File: src/rtl/id_stage.sv
// id_stage -- registered instruction-decode stage for the MIPS-subset core.
//
// Decodes one 32-bit instruction per accepted valid/ready handshake into the
// control bundle used by execute, and holds it in an output register.
//
// A write-pending scoreboard of SB_DEPTH entries tracks destinations in flight.
// Issue stalls on RAW, WAW or a full scoreboard until writeback retires the
// pending destination. Hazards are judged on the registered scoreboard only,
// so a retire releases a stall one cycle later.
//
// Ports
//   clk, rst_n           clock, asynchronous active-low reset
//   in_valid/in_ready    fetch handshake (in_ready is combinational on inst)
//   inst[31:0]           instruction word
//   out_valid/out_ready  execute handshake
//   wen..invalid         registered decode bundle
//   wb_valid, wb_addr    writeback retire of a pending destination
//   sb_count             number of pending writes
module id_stage #(
  parameter int SB_DEPTH    = 4,
  parameter int ALU_CW      = 5,
  parameter bit SUPPRESS_R0 = 1'b1
) (
  input  logic                          clk,
  input  logic                          rst_n,
  input  logic                          in_valid,
  output logic                          in_ready,
  input  logic [31:0]                   inst,
  output logic                          out_valid,
  input  logic                          out_ready,
  output logic                          wen,
  output logic [4:0]                    waddr,
  output logic                          rden1,
  output logic [4:0]                    raddr1,
  output logic                          rden2,
  output logic [4:0]                    raddr2,
  output logic                          alu_en,
  output logic [ALU_CW-1:0]             alu_card,
  output logic                          mem_rd,
  output logic                          mem_wr,
  output logic                          jmp,
  output logic                          invalid,
  input  logic                          wb_valid,
  input  logic [4:0]                    wb_addr,
  output logic [$clog2(SB_DEPTH+1)-1:0] sb_count
);

  localparam int CNT_W = $clog2(SB_DEPTH + 1);

  localparam logic [ALU_CW-1:0] ALU_ADD = ALU_CW'(1);
  localparam logic [ALU_CW-1:0] ALU_SUB = ALU_CW'(2);
  localparam logic [ALU_CW-1:0] ALU_AND = ALU_CW'(3);
  localparam logic [ALU_CW-1:0] ALU_OR  = ALU_CW'(4);
  localparam logic [ALU_CW-1:0] ALU_XOR = ALU_CW'(5);
  localparam logic [ALU_CW-1:0] ALU_NOR = ALU_CW'(6);
  localparam logic [ALU_CW-1:0] ALU_SLT = ALU_CW'(7);

  typedef struct packed {
    logic              wen;
    logic [4:0]        waddr;
    logic              rden1;
    logic [4:0]        raddr1;
    logic              rden2;
    logic [4:0]        raddr2;
    logic              alu_en;
    logic [ALU_CW-1:0] alu_card;
    logic              mem_rd;
    logic              mem_wr;
    logic              jmp;
    logic              invalid;
  } ctl_t;

  function automatic ctl_t decode(input logic [31:0] iw);
    ctl_t              c;
    logic [5:0]        op;
    logic [4:0]        rs;
    logic [4:0]        rt;
    logic [4:0]        rd;
    logic [5:0]        funct;
    logic              funct_ok;
    logic [ALU_CW-1:0] card;
    op       = iw[31:26];
    rs       = iw[25:21];
    rt       = iw[20:16];
    rd       = iw[15:11];
    funct    = iw[5:0];
    c        = '0;
    funct_ok = 1'b1;
    card     = '0;
    case (op)
      6'h00: begin
        case (funct)
          6'h20:   card = ALU_ADD;
          6'h22:   card = ALU_SUB;
          6'h24:   card = ALU_AND;
          6'h25:   card = ALU_OR;
          6'h26:   card = ALU_XOR;
          6'h27:   card = ALU_NOR;
          6'h2A:   card = ALU_SLT;
          default: funct_ok = 1'b0;
        endcase
        if (funct_ok) begin
          c.rden1    = 1'b1;
          c.raddr1   = rs;
          c.rden2    = 1'b1;
          c.raddr2   = rt;
          c.wen      = 1'b1;
          c.waddr    = rd;
          c.alu_en   = 1'b1;
          c.alu_card = card;
        end else begin
          c.invalid = 1'b1;
        end
      end
      6'h23: begin
        c.rden1    = 1'b1;
        c.raddr1   = rs;
        c.wen      = 1'b1;
        c.waddr    = rt;
        c.alu_en   = 1'b1;
        c.alu_card = ALU_ADD;
        c.mem_rd   = 1'b1;
      end
      6'h2B: begin
        c.rden1    = 1'b1;
        c.raddr1   = rs;
        c.rden2    = 1'b1;
        c.raddr2   = rt;
        c.alu_en   = 1'b1;
        c.alu_card = ALU_ADD;
        c.mem_wr   = 1'b1;
      end
      6'h02:   c.jmp = 1'b1;
      default: c.invalid = 1'b1;
    endcase
    // r0 is hardwired; a write to it carries no dependency worth tracking.
    if (SUPPRESS_R0 && c.wen && (c.waddr == 5'd0)) begin
      c.wen = 1'b0;
    end
    return c;
  endfunction

  ctl_t                dec_p0;
  ctl_t                bundle_p1;
  logic                vld_p1;
  logic [SB_DEPTH-1:0] sb_vld;
  logic [4:0]          sb_addr [SB_DEPTH];
  logic [SB_DEPTH-1:0] alloc_oh;
  logic [SB_DEPTH-1:0] ret_oh;
  logic [CNT_W-1:0]    cnt;
  logic                hit_r1;
  logic                hit_r2;
  logic                hit_w;
  logic                found;
  logic                full;
  logic                hazard;
  logic                accept;
  logic                unused_inst_bits;

  assign unused_inst_bits = ^inst[10:6];

  // ---- stage p0: combinational decode and hazard check ----
  assign dec_p0 = decode(inst);

  always_comb begin
    hit_r1   = 1'b0;
    hit_r2   = 1'b0;
    hit_w    = 1'b0;
    cnt      = '0;
    alloc_oh = '0;
    ret_oh   = '0;
    found    = 1'b0;
    for (int i = 0; i < SB_DEPTH; i++) begin
      cnt = cnt + CNT_W'(sb_vld[i]);
      if (sb_vld[i] && (sb_addr[i] == dec_p0.raddr1)) hit_r1 = 1'b1;
      if (sb_vld[i] && (sb_addr[i] == dec_p0.raddr2)) hit_r2 = 1'b1;
      if (sb_vld[i] && (sb_addr[i] == dec_p0.waddr))  hit_w  = 1'b1;
      if (wb_valid && sb_vld[i] && (sb_addr[i] == wb_addr)) ret_oh[i] = 1'b1;
      if (!sb_vld[i] && !found) begin
        alloc_oh[i] = 1'b1;
        found       = 1'b1;
      end
    end
  end

  // Full uses the pre-retire count, so a retire cannot free a slot for an
  // allocate in the same cycle.
  assign full   = dec_p0.wen && (cnt == CNT_W'(SB_DEPTH));
  assign hazard = (dec_p0.rden1 && hit_r1) || (dec_p0.rden2 && hit_r2) ||
                  (dec_p0.wen && hit_w) || full;

  assign in_ready = rst_n && (!vld_p1 || out_ready) && !hazard;
  assign accept   = in_valid && in_ready;
  assign sb_count = cnt;

  // ---- stage p1: output register and scoreboard state ----
  always_ff @(posedge clk or negedge rst_n) begin
    if (!rst_n) begin
      vld_p1    <= 1'b0;
      bundle_p1 <= '0;
    end else if (accept) begin
      vld_p1    <= 1'b1;
      bundle_p1 <= dec_p0;
    end else if (out_ready) begin
      vld_p1    <= 1'b0;
    end
  end

  // An allocated slot is always free and a retired slot always valid, so the
  // two one-hot vectors never overlap.
  always_ff @(posedge clk or negedge rst_n) begin
    if (!rst_n) begin
      sb_vld <= '0;
    end else begin
      sb_vld <= (sb_vld & ~ret_oh) | ((accept && dec_p0.wen) ? alloc_oh : '0);
    end
  end

  always_ff @(posedge clk) begin
    for (int i = 0; i < SB_DEPTH; i++) begin
      if (accept && dec_p0.wen && alloc_oh[i]) sb_addr[i] <= dec_p0.waddr;
    end
  end

  assign out_valid = vld_p1;
  assign wen       = bundle_p1.wen;
  assign waddr     = bundle_p1.waddr;
  assign rden1     = bundle_p1.rden1;
  assign raddr1    = bundle_p1.raddr1;
  assign rden2     = bundle_p1.rden2;
  assign raddr2    = bundle_p1.raddr2;
  assign alu_en    = bundle_p1.alu_en;
  assign alu_card  = bundle_p1.alu_card;
  assign mem_rd    = bundle_p1.mem_rd;
  assign mem_wr    = bundle_p1.mem_wr;
  assign jmp       = bundle_p1.jmp;
  assign invalid   = bundle_p1.invalid;

endmodule

File: config.mk
export PLATFORM = sky130hd
export DESIGN_NAME = id_stage
export DESIGN_NICKNAME = d
export VERILOG_FILES = /design/src/rtl/id_stage.sv
export SDC_FILE = /design/constraint.sdc
export NUM_CORES = 1
export LEC_CHECK = 0
export BUFFER_PORTS_ARGS = -buffer_cell sky130_fd_sc_hd__buf_2
export CORE_AREA = 2 2 88 90
export DETAILED_ROUTE_END_ITERATION = 6
export DIE_AREA = 0 0 90 92
export PLACE_DENSITY = 0.71
export SLEW_MARGIN = 20
export SYNTH_ARGS = -nofsm -noshare
export SYNTH_HDL_FRONTEND = slang
export SYNTH_SLANG_ARGS = --single-unit
export TNS_END_PERCENT = 1
File: constraint.sdc
create_clock -name clk -period 9.3 [get_ports clk]
set_clock_uncertainty 0.1 [all_clocks]
set_input_delay 0.465 -clock clk [delete_from_list [all_inputs] [get_ports clk]]
set_output_delay 0.465 -clock clk [all_outputs]
set_load 0.02 [all_outputs]
# Yosys cells after proc, flatten, opt, wreduce, memory -nomap -nowiden
# Memories as Yosys holds them, arrays and structs flattened.
# Index checks and enable logic that the tools add are counted.
dict set report word_totals {
  regBits 33
  n_memories 1
  input_bits 42
  ram_bits 20
}
dict set report classes {
  n_mux 56
  bitwise 3
  reduce_logical 56
  n_eq_ne 27
  addsub 3
}
# name words word_bits rd rd_ports_with_merged_regs write_ports line
set mem_list {}
lappend mem_list {sb_addr 4 5 4 0 1 147} ;# logic [4:0] sb_addr [SB_DEPTH];
# operator n
set ops {}
lappend ops {{== test 5 bit} 16}
lappend ops {{== test 6 bit (second input constant)} 9}
lappend ops {{case mux 6 bit (2 select lines)} 4}
lappend ops {{two-way mux 1 bit} 42}
lappend ops {{logical AND 1 bit} 36}
lappend ops {{two-way mux 24 bit} 1}
lappend ops {{case mux 3 bit (7 select lines)} 1}
lappend ops {{two-way mux 5 bit} 3}
lappend ops {{OR reduction 5 bit} 3}
lappend ops {{logical NOT 1 bit} 7}
lappend ops {{OR reduction 7 bit} 1}
lappend ops {{== test 6 x 2 -> 1 bit (second input constant)} 1}
lappend ops {{logical NOT 6 bit} 1}
lappend ops {{two-way mux 2 bit} 3}
lappend ops {{logical NOT 5 bit} 1}
lappend ops {{AND 4 bit} 1}
lappend ops {{logical OR 1 bit} 4}
lappend ops {{two-way mux 4 bit} 1}
lappend ops {{inverter 4 bit} 1}
lappend ops {{bitwise OR 4 bit} 1}
lappend ops {{adder 2 x 1 -> 3 bit} 1}
lappend ops {{adder 3 x 1 -> 3 bit} 1}
lappend ops {{== test 3 bit (second input constant)} 1}
lappend ops {{OR reduction 3 bit} 1}
lappend ops {{4 further kinds} 4}

# Depth between registers and ports, before layout
# Gate-level depths: netlist of the first run.
dict set report logic_depth {
  ltp_word 27
  ltp_mapped 11
  mapped_depth_nobuf 9
}

# Worst setup path after synthesis of the first run
# OpenSTA, ideal clock, no wires.
dict set report synth_timing {
  kind {input port to flip-flop}
  from {in inst[31]}
  to {mem sb_addr[2][0] (enable)}
  t_required_ns 8.819
  path_slack_ns 5.659
  t_arrival_ns 3.160
  path_buffers 1
  stages 10
  path_cell_list {or4_4 > nor3_4 > a32oi_2 > xnor2_1 > nor4_1 > a32o_1 > nor4_4 > nand2_2 > buf_2 > nor4_1}
}
dict set report synth_between {
  elab_chain_len 24
}
# element line
set synth_lines {}
lappend synth_lines {{from (decl)} 28} ;# input logic [31:0] inst,
lappend synth_lines {{== test 6 bit} 90} ;# case (op)
lappend synth_lines {{OR reduction 2 bit (no line)} --}
lappend synth_lines {{case mux 6 bit (2 select lines)} 90}
lappend synth_lines {{== test 5 bit} 175} ;# if (sb_vld[i] && (sb_addr[i] == dec_p0.raddr1)) hit_r1 = 1'b1;
lappend synth_lines {{logical AND 1 bit} 175}
lappend synth_lines {{two-way mux 1 bit (4 in series)} 175}
lappend synth_lines {{logical AND 1 bit} 189} ;# assign hazard = (dec_p0.rden1 && hit_r1) || (dec_p0.rden2 && hit_r2) ||
lappend synth_lines {{logical OR 1 bit (2 in series)} 189}
lappend synth_lines {{(+2 left out)} --}
lappend synth_lines {{logical AND 1 bit} 192} ;# assign in_ready = rst_n && (!vld_p1 || out_ready) && !hazard;
lappend synth_lines {{logical AND 1 bit} 193} ;# assign accept = in_valid && in_ready;
lappend synth_lines {{logical AND 1 bit *} 221} ;# if (accept && dec_p0.wen && alloc_oh[i]) sb_addr[i] <= dec_p0.waddr;
lappend synth_lines {{logical AND 1 bit} 221}
lappend synth_lines {{two-way mux 1 bit} 221}
lappend synth_lines {{two-way mux 1 bit (implied by the code)} 221}
lappend synth_lines {{OR reduction 5 bit (no line)} --}
lappend synth_lines {{two-way mux 2 bit (no line) or two-way mux 1 bit (tied branches) (3 in series)} --}
lappend synth_lines {{to (decl)} 147}
# Every way passes the cells marked *; elsewhere a longest branch is shown, timed or not.

# Worst setup path in the final report of the first run
dict set report layout_timing {
  from {in inst[30]}
  to {mem sb_addr[2][0] (enable)}
}
# Same word-level chain as after synthesis.

==> results of run 1 <==
## area by class of cell
class                           instances  area (um^2)  share of cell area
Tap cell                              102          128              0.0342
Inverter                               17         63.8              0.0171
Timing Repair Buffer                   68          343              0.0919
Clock buffer                            6         72.6              0.0195
Clock inverter                          2         37.5              0.0101
Sequential cell                        50         1350               0.362
Multi-Input combinational cell        214         1730               0.465
## where the power goes
group / switching, uW / internal [uW]
combinational: 52.7 / 31.2
sequential: 8.95 / 234
clock: 73.2 / 80.3
total: 135 / 345
## placed cells by master, fill, tap and decap left out, types with 6 or more instances in the layout
cell	count
nand4_1	6
buf_2	67
edfxtp_1	20
nor3_1	9
a32o_1	6
nand2b_1	7
nor2_1	10
nand2_1	8
inv_1	17
dfrtp_1	30
xnor2_1	40
o21ai_0	6
nor4_1	12
xor2_1	35
## worst paths after layout
kind / from / end / cells after the start
worst max-delay path: inst[30] / sb_addr[2][0] / 10
worst max register to register: sb_vld[0] / sb_addr[2][0] / 8
min in group clk: out_ready / out_valid / 3
worst min register to register: raddr2[1] / raddr2[1] / 1
worst min-delay path: rst_n / rden2 / 1
max in group asynchronous: rst_n / raddr2[4] / 1
## sequential cells by signal (all words and copies together), names as in the netlist
register   count
alu_card       3
invalid        1
jmp            1
mem_rd         1
mem_wr         1
out_valid      1
raddr1         5
raddr2         5
rden1          1
rden2          1
sb_addr       20
sb_vld         4
waddr          5
wen            1
## per-stage QoR
step                      utilization  worst slack (ns)
after floorplan                     -              5.66
after global placement          0.486              4.94
after detailed placement        0.486              4.87
after CTS                       0.501              5.20
after global routing            0.501              4.97
final                           0.501              5.19
## cell families (layout without fill, tap and decap cells)
group / Yosys count / after routing / share of synthesized area
adder cells (fa/ha/maj): 5 / 5 / 0.0217
AO/OA/AOI/OAI: 47 / 47 / 0.129
multiplexers: 11 / 11 / 0.0421
buffers and inverters: 35 / 93 / 0.0476
other: 1 / 2 / 0.00116
XOR/XNOR: 75 / 75 / 0.203
AND/OR/NAND/NOR: 74 / 74 / 0.138
flip-flops: 50 / 50 / 0.418
## worst max-delay path: cells and delay by family
kind,cells,cell delay (ns)
xor+xnor,1,0.26
compound gates,2,0.65
buf+inv,1,0.12
simple gates,6,2.44
## routing by layer
layer  GRT usage  share of wire
met2       0.353           0.47
met4      0.0641          0.014
met3      0.0411          0.063
met5           0              0
met1       0.272           0.45
==> flow_metrics.tcl, run 1 <==
set metrics [dict create \
    outcome "completed" \
    cts_resized 0 \
    max-slew-margin-rel 0.262 \
    layout.nets 403 \
    grt_overflow_total 0 \
    min_path_type "in -> async" \
    cpPeakStageDelay_ns 0.90 \
    core_um2 7450 \
    grt_pass1_wl_mm 13.6 \
    cp_max_fo 13 \
    grt_antenna_before_repair 0 \
    r2r_slack_ns 5.52 \
    synth_top_area_share 0.232 \
    gp_congestion 0.965 \
    cts_setup_buffers 0 \
    grt_max_degree 32 \
    synth_area_leader_cell "dfrtp_1" \
    io_buffer_count 67 \
    wirelength_mm 8.24 \
    clk_path_buf_depth 2 \
    powerDensity_nw_per_um2 129 \
    numCtsBuffers 5 \
    worstMarginPinSlew_ns 1.10 \
    ys_top_cells_by_area "dfrtp_1, edfxtp_1, xnor2_1, xor2_1, nor4_1" \
    htree_levels 2 \
    setup_viol 0 \
    synth_ff_type "dfrtp_1" \
    hold_ws_ns 0.101 \
    rsz0062_at_grt "false" \
    start_util 0.434 \
    worst_setup_path_start_kind "primary input" \
    placed_area_um2 3620 \
    cpMostUsedCell "nor4_1" \
    fillers 709 \
    drive_gt1_frac 0.272 \
    hpwlAfterDp_mm 6.23 \
    track_usage 0.209 \
    drv_cap 0 \
    peakVddDrop_mv 0.0598 \
    syn_area_per_cell_um2 10.9 \
    cts_sinks 50 \
    die_w_um 90 \
    drc_errors 0 \
    die_h_um 92 \
    io_pins 75 \
    p_leak_uw 0.00165 \
    wl_per_cell_um 18.0 \
    ys_seq_area_frac 0.418 \
    route.vias.total 2523 \
    yosysWarnings 0 \
    synth_edf_count 20 \
    cp.arrival_ns 3.94 \
    dieArea_um2 8280 \
    antenna_left 0 \
    ys_top_cells_by_count "xnor2_1, xor2_1, dfrtp_1" \
    stdcell_count 459 \
    synth_seq_cells 50 \
    cp_cell_sequence "buf_2 > or4_4 > nor3_4 > a32oi_2 > xnor2_1 > nor4_1 > a32o_1 > nor4_4 > nand2_2 > nor4_1" \
    first_pass_iters 6 \
    async_flop_share 0.600 \
    totalPowerFinal_uw 480 \
    clock.fmax_mhz 243 \
    synthDistinctLibCells 51 \
    postSynthCellCount 298 \
    drt-initial-drc-count 227 \
    via_per_inst 5.50 \
    stdcell_area_um2 3730 \
    synth.most_common_cell "xnor2_1" \
    finalCritPeriodShare 0.442 \
    cp-end-kind "flip-flop" \
    dp_cells 451 \
    diodes 0 \
    synthesis.area_um2 3240 \
    clockRootBuffer "clkbuf_8" \
    finalHoldViolCount 0 \
    worstPathRequired_ns 9.13 \
    slew_violations 0 \
    cpMaxStageDelayCell "nor4_1" \
    tritoncts "done" \
    area_growth_pct 15.3 \
    cts.clk_slew.worst_paths_ns 0.10 \
    fp-row-count 32 \
    critPathKind "in -> reg" \
    tns_ns 0 \
    fin_crit_ns 4.11 \
    clkLatencyLatePin_ns 0.31 \
    ctsHoldBuffers 0 \
    first_global_vias 2615 \
]
Note: power is estimated with default switching activity, not from simulation.
==> run 2: changes to the inputs <==
--- a/config.mk
+++ b/config.mk
@@ -5,11 +5,12 @@
 export SDC_FILE = /design/constraint.sdc
 export NUM_CORES = 1
 export LEC_CHECK = 0
+export ABC_AREA = 1
 export BUFFER_PORTS_ARGS = -buffer_cell sky130_fd_sc_hd__buf_2
-export CORE_AREA = 2 2 88 90
+export CORE_AREA = 2 2 96 98
 export DETAILED_ROUTE_END_ITERATION = 6
-export DIE_AREA = 0 0 90 92
-export PLACE_DENSITY = 0.71
+export DIE_AREA = 0 0 98 100
+export PLACE_DENSITY = 0.72
 export SLEW_MARGIN = 20
 export SYNTH_ARGS = -nofsm -noshare
 export SYNTH_HDL_FRONTEND = slang
==> constraint.sdc (replaced) <==
create_clock -name clk -period 3.7 [get_ports clk]
set_clock_uncertainty 0.1 [all_clocks]
set_input_delay 0.185 -clock clk [delete_from_list [all_inputs] [get_ports clk]]
set_output_delay 0.185 -clock clk [all_outputs]
set_load 0.02 [all_outputs]
==> flow_metrics.tcl, run 2 <==
set metrics [dict create \
    outcome "completed" \
    synth_area_leader_cell "dfrtp_1" \
    ys_seq_area_frac 0.349 \
    r2r_slack_ns 0.79 \
    grt_max_degree 37 \
    met1_length_mm 5.01 \
    layout.nets 656 \
    finalHoldViolCount 0 \
    synthDistinctLibCells 41 \
    wl_met3_um 887 \
    r2r-start "sb_vld[1]" \
    largest_register_ffs 20 \
    drv_cap 0 \
    hp-start "in_valid" \
    core_um2 8890 \
    top_register "sb_addr" \
    max-slew-margin-rel 0.561 \
    cts_sinks 50 \
    peakVddDrop_mv 0.129 \
    grt_antenna_before_repair 0 \
    route.vias.total 3911 \
    cts_setup_buffers 0 \
    cp_cell_sequence "buf_2 > inv_1 > nor2_1 > nand3_1 > nand2_1 > nor2_2 > nor2_1 > nand2_1 > nand2_2 > inv_1 > nand2_1 > nor4_1 > inv_1 > o21ai_2 > nand3_2 > buf_12 > nand2_1 > o21ai_2" \
    synthesis.area_um2 3870 \
    hpwlAfterDp_mm 9.06 \
    cpPeakStageDelay_ns 0.51 \
    routed.top_layer "met4" \
    final_common_cell "nand2_1" \
    setup_viol 0 \
    die_h_um 100 \
    grt_pass1_wl_mm 18.8 \
    io_buffer_count 67 \
    yosysWarnings 0 \
    antenna_left 0 \
    postSynthCellCount 544 \
    start_util 0.436 \
    finalCritPeriodShare 0.827 \
    cp-end-kind "flip-flop" \
    hold_ws_ns 0.0991 \
    wirelength_mm 11.8 \
    totalPowerFinal_uw 1150 \
    first_global_vias 3687 \
    post-route-util 0.487 \
    slew_violations 0 \
    seqCellArea_um2 1350 \
    worstMarginPinSlew_ns 0.653 \
    synth.most_common_cell "nand2_1" \
    clock.fmax_mhz 327 \
    tns_ns 0 \
    layout_common_cells "nand2_1, nand3_1, buf_2, nor2_1, inv_1" \
    synth_top_area_share 0.194 \
    dieArea_um2 9800 \
    htree_levels 2 \
    numCtsBuffers 5 \
    clockRootBuffer "clkbuf_8" \
    rsz0062_at_grt "false" \
    ff2ff_path_depth 11 \
    area_growth_pct 11.8 \
    clkLatencyLatePin_ns 0.31 \
    worstPathRequired_ns 3.80 \
    r2r-end "sb_addr[2][2]" \
    ys_top_cells_by_count "nand2_1, nand3_1, nor2_1" \
    via_per_inst 5.42 \
    met2WireLength_mm 5.56 \
    worst_setup_path_start_kind "primary input" \
    io_pins 75 \
    cpMaxStageDelayCell "nor4_1" \
    die_w_um 98 \
    drt-initial-drc-count 298 \
    diodes 0 \
    drive_gt1_frac 0.218 \
    min_path_type "in -> reg" \
    synth_ff_type "dfrtp_1" \
    fp-row-count 35 \
    cp_max_fo 36 \
    clk_path_buf_depth 2 \
    multi_input_area_um2 2110 \
    wl_per_cell_um 16.4 \
    cts.clk_slew.worst_paths_ns 0.10 \
    fin_crit_ns 3.06 \
    holdPathStages 3 \
    first_pass_iters 5 \
    fillers 923 \
    grt_overflow_total 0 \
    powerDensity_nw_per_um2 266 \
    p_leak_uw 0.00220 \
    drc_errors 0 \
    critPathKind "in -> reg" \
    hold_path_end "rden2" \
    async_flop_share 0.600 \
    synth_edf_count 20 \
    syn_area_per_cell_um2 7.12 \
    track_usage 0.243 \
    cpMostUsedCell "nand2_1" \
    ys_top_cells_by_area "dfrtp_1, edfxtp_1, nand2_1, nand3_1, nor2_1" \
    gp_congestion 0.989 \
    cp.arrival_ns 3.16 \
    synth_seq_cells 50 \
    tritoncts "done" \
]
==> run 2: changes by cell type in the layout (fill, tap and decap cells not counted), sizes merged, moves of 14 or more <==
cell   delta
nor2     +57
xnor2    -38
xor2     -29
nand3    +95
nand2   +164
nor4     -14
o21ai    +29
inv      +35
==> run 2: what timing repair did <==
action / in CTS / in global routing
resized for setup: 0 / 0
endpoints found under the hold margin: 31 / 0
hold buffers: 2 / 0
==> run 2: layer usage <==
metal / track usage / vias to the layer above
met5: 0 / -
met4: 0.0887 / 0
met3: 0.0313 / 27
met1: 0.325 / 1781
li1: - / 1920
met2: 0.407 / 183
==> run 2: kinds of logic (layout without fill, tap and decap cells) <==
family                     count (synthesis)  count (layout)  share of synthesized area
and+or+nand+nor                          352             352                      0.410
buffers and inverters                     72             137                      0.107
AOI/OAI and AO/OA                         56              56                     0.0972
DFF                                       50              50                      0.349
xor gates and xnor gates                   8               8                     0.0181
adders and majority gates                  5               5                     0.0181
other                                      1               2                   0.000968
==> run 2: worst max-delay path by stage <==
stage	from	end	slack, ns	cells past startpoint
after CTS	inst[1]	invalid	0.65	18
after detailed placement	inst[1]	invalid	0.32	18
final	inst[1]	invalid	0.64	18
after global routing	inst[1]	raddr1[4]	0.32	18
after global placement	inst[1]	invalid	0.44	18
after floorplan	sb_vld[0]	sb_addr[0][0]	0.89	11
==> run 2: through the flow <==
stage	setup WS (ns)	instance area [um^2]	std cells
final	0.640	4330	721
after floorplan	0.891	3880	545
after global placement	0.444	4210	711
after detailed placement	0.317	4210	711
after CTS	0.654	4330	721
after global routing	0.318	4330	721
==> run 2: worst max-delay path, delay by kind of cell <==
family          cells  cell delay (ns)
compound gates      2             0.18
buf+inv             5             0.94
simple gates       11             1.85
==> run 2: power by group <==
| group | leakage [uW] | internal, uW | switching, uW | total (uW) |
|---|---|---|---|---|
| registers | 0.000583 | 585 | 10.8 | 596 |
| logic | 0.00157 | 62.5 | 126 | 189 |
| clock network | 0.0000496 | 175 | 192 | 367 |
| total | 0.00220 | 823 | 330 | 1150 |
==> run 2: layout make-up <==
class                      instances  share of cell area
clock buffer                       7              0.0225
clock inverter                     1             0.00173
inverter                          52              0.0451
multi-input combinational        423               0.488
sequential                        50               0.312
tap                              111              0.0321
timing repair buffer              77              0.0988
==> run 3: changes to the inputs <==
==> constraint.sdc (replaced) <==
create_clock -name clk -period 2.8 [get_ports clk]
set_clock_uncertainty 0.1 [all_clocks]
set_input_delay 0.14 -clock clk [delete_from_list [all_inputs] [get_ports clk]]
set_output_delay 0.14 -clock clk [all_outputs]
set_load 0.02 [all_outputs]
==> flow_metrics.tcl, run 3 (synthesis gave the netlist of run 2 again) <==
set metrics [dict create \
    drc_errors 0 \
    worstPathRequired_ns 2.56 \
    clk_path_buf_depth 2 \
    core_um2 8890 \
    layout.nets 696 \
    hpwlAfterDp_mm 9.70 \
    r2r-start "sb_vld[3]" \
    drv_cap 0 \
    peakVddDrop_mv 0.211 \
    stdcell_area_um2 4710 \
    min_path_type "in -> reg" \
    route.vias.total 4083 \
    critPathKind "reg -> out" \
    grt_antenna_before_repair 0 \
    via_per_inst 5.37 \
    gp_congestion 0.960 \
    cp_max_fo 5 \
    cts.clk_slew.worst_paths_ns 0.10 \
    cp-end-kind "primary output" \
    p_int_uw 1050 \
    placed_area_um2 4480 \
    die_h_um 100 \
    fp-row-count 35 \
    combPwrFrac 0.180 \
    swShare 0.297 \
    cp.arrival_ns 2.47 \
    outcome "completed" \
    io_pins 75 \
    start_util 0.436 \
    largest_register_ffs 20 \
    dieArea_um2 9800 \
    fin_crit_ns 2.71 \
    hold_ws_ns 0.0662 \
    hp-start "in_valid" \
    slew_violations 0 \
    p_leak_uw 0.00241 \
    p_switching_uw 443 \
    startpoint "sb_vld[3]" \
    top_register "sb_addr" \
    grt_overflow_total 0 \
    final_common_cell "nand2_1" \
    grt_pass1_wl_mm 19.1 \
    antenna_left 0 \
    powerDensity_nw_per_um2 316 \
    io_buffer_count 67 \
    area_growth_pct 21.6 \
    clockRootBuffer "clkbuf_8" \
    clock.fmax_mhz 369 \
    layout_common_cells "nand2_1, nand3_1, buf_2, nor2_1, buf_4" \
    tritoncts "done" \
    first_global_vias 3814 \
    drt-initial-drc-count 360 \
    finalCritPeriodShare 0.967 \
    clock_power_share 0.294 \
    die_w_um 98 \
    wl_per_cell_um 16.1 \
    drive_gt1_frac 0.286 \
    wirelength_mm 12.3 \
    diodes 0 \
    seq_power_share 0.526 \
    worst_setup_path_start_kind "flip-flop" \
    clkLatencyLatePin_ns 0.31 \
    cts_sinks 50 \
    track_usage 0.252 \
    first_pass_iters 5 \
    setup_viol 0 \
    numCtsBuffers 5 \
    grt_max_degree 42 \
    htree_levels 2 \
    finalHoldViolCount 0 \
    tns_ns 0 \
]
==> run 3: cell count changes in the layout (fill, tap and decap cells not counted), sizes merged <==
cell | previous run | this run
clkbuf | 7 | 5
clkinvlp | 1 | 0
clkinv | 0 | 3
buf | 75 | 115
==> run 3: what timing repair did <==
item | CTS | global route
hold endpoints to repair | 31 | 0
hold buffers | 2 | 0
buffers inserted | 0 | 4
endpoints found under the setup margin | 0 | 1
resized for setup | 0 | 20
==> run 3: layer usage <==
metal,global-route usage,wire length [um],part of all wire,up-vias
met4,0.103,438,0.036,0
met1,0.329,5140,0.42,1881
li1,-,-,-,1998
met2,0.422,5920,0.48,169
met5,0,0,0,-
met3,0.0348,786,0.064,35
==> run 3: critical path: stages (launching register included) <==
cell and delay (ns):
dfrtp_1 0.41, fa_1 0.48, ha_2 0.20, ha_4 0.26
nor2_1 0.03, nand2_1 0.06, nand2_1 0.06, nor2_1 0.14
nor2_2 0.08, nor2_4 0.17, buf_6 0.13, buf_4 0.13
==> run 3: stage by stage <==
stage	utilization	cells	worst slack, ns	power (uW)
global placement	0.504	747	0.0131	1050
CTS	0.516	757	0.0246	1490
finish	0.530	761	0.0917	1490
global route	0.530	761	-0.0151	1550
detailed placement	0.504	747	-0.0485	1060
floorplan	-	545	0.0160	958
==> run 3: layout make-up <==
class | instances | area, um^2
Clock buffer | 5 | 68.8
Clock inverter | 3 | 21.3
Fill cell | 875 | 4180
Inverter | 52 | 195
Multi-Input combinational cell | 423 | 2190
Sequential cell | 50 | 1350
Tap cell | 111 | 139
Timing Repair Buffer | 117 | 747
==> run 3: worst paths after layout <==
| check | to | slack, ns | cells past startpoint |
|---|---|---|---|
| max in group asynchronous | alu_card[1] | 1.99 | 3 |
| hold reg to reg | mem_rd | 0.38 | 2 |
| min in group asynchronous | wen | 0.30 | 3 |
| hold / removal | mem_rd | 0.07 | 3 |
| setup / recovery | in_ready | 0.09 | 11 |
| setup reg to reg | sb_addr[2][3] | 0.15 | 11 |
==> run 3: power groups by stage <==
stage	Sequential [uW]	Combinational [uW]	Clock [uW]
final	784	269	437
after CTS	784	262	445
after global routing	787	296	467
after global placement	799	254	0
after detailed placement	800	260	0
after floorplan	817	142	0
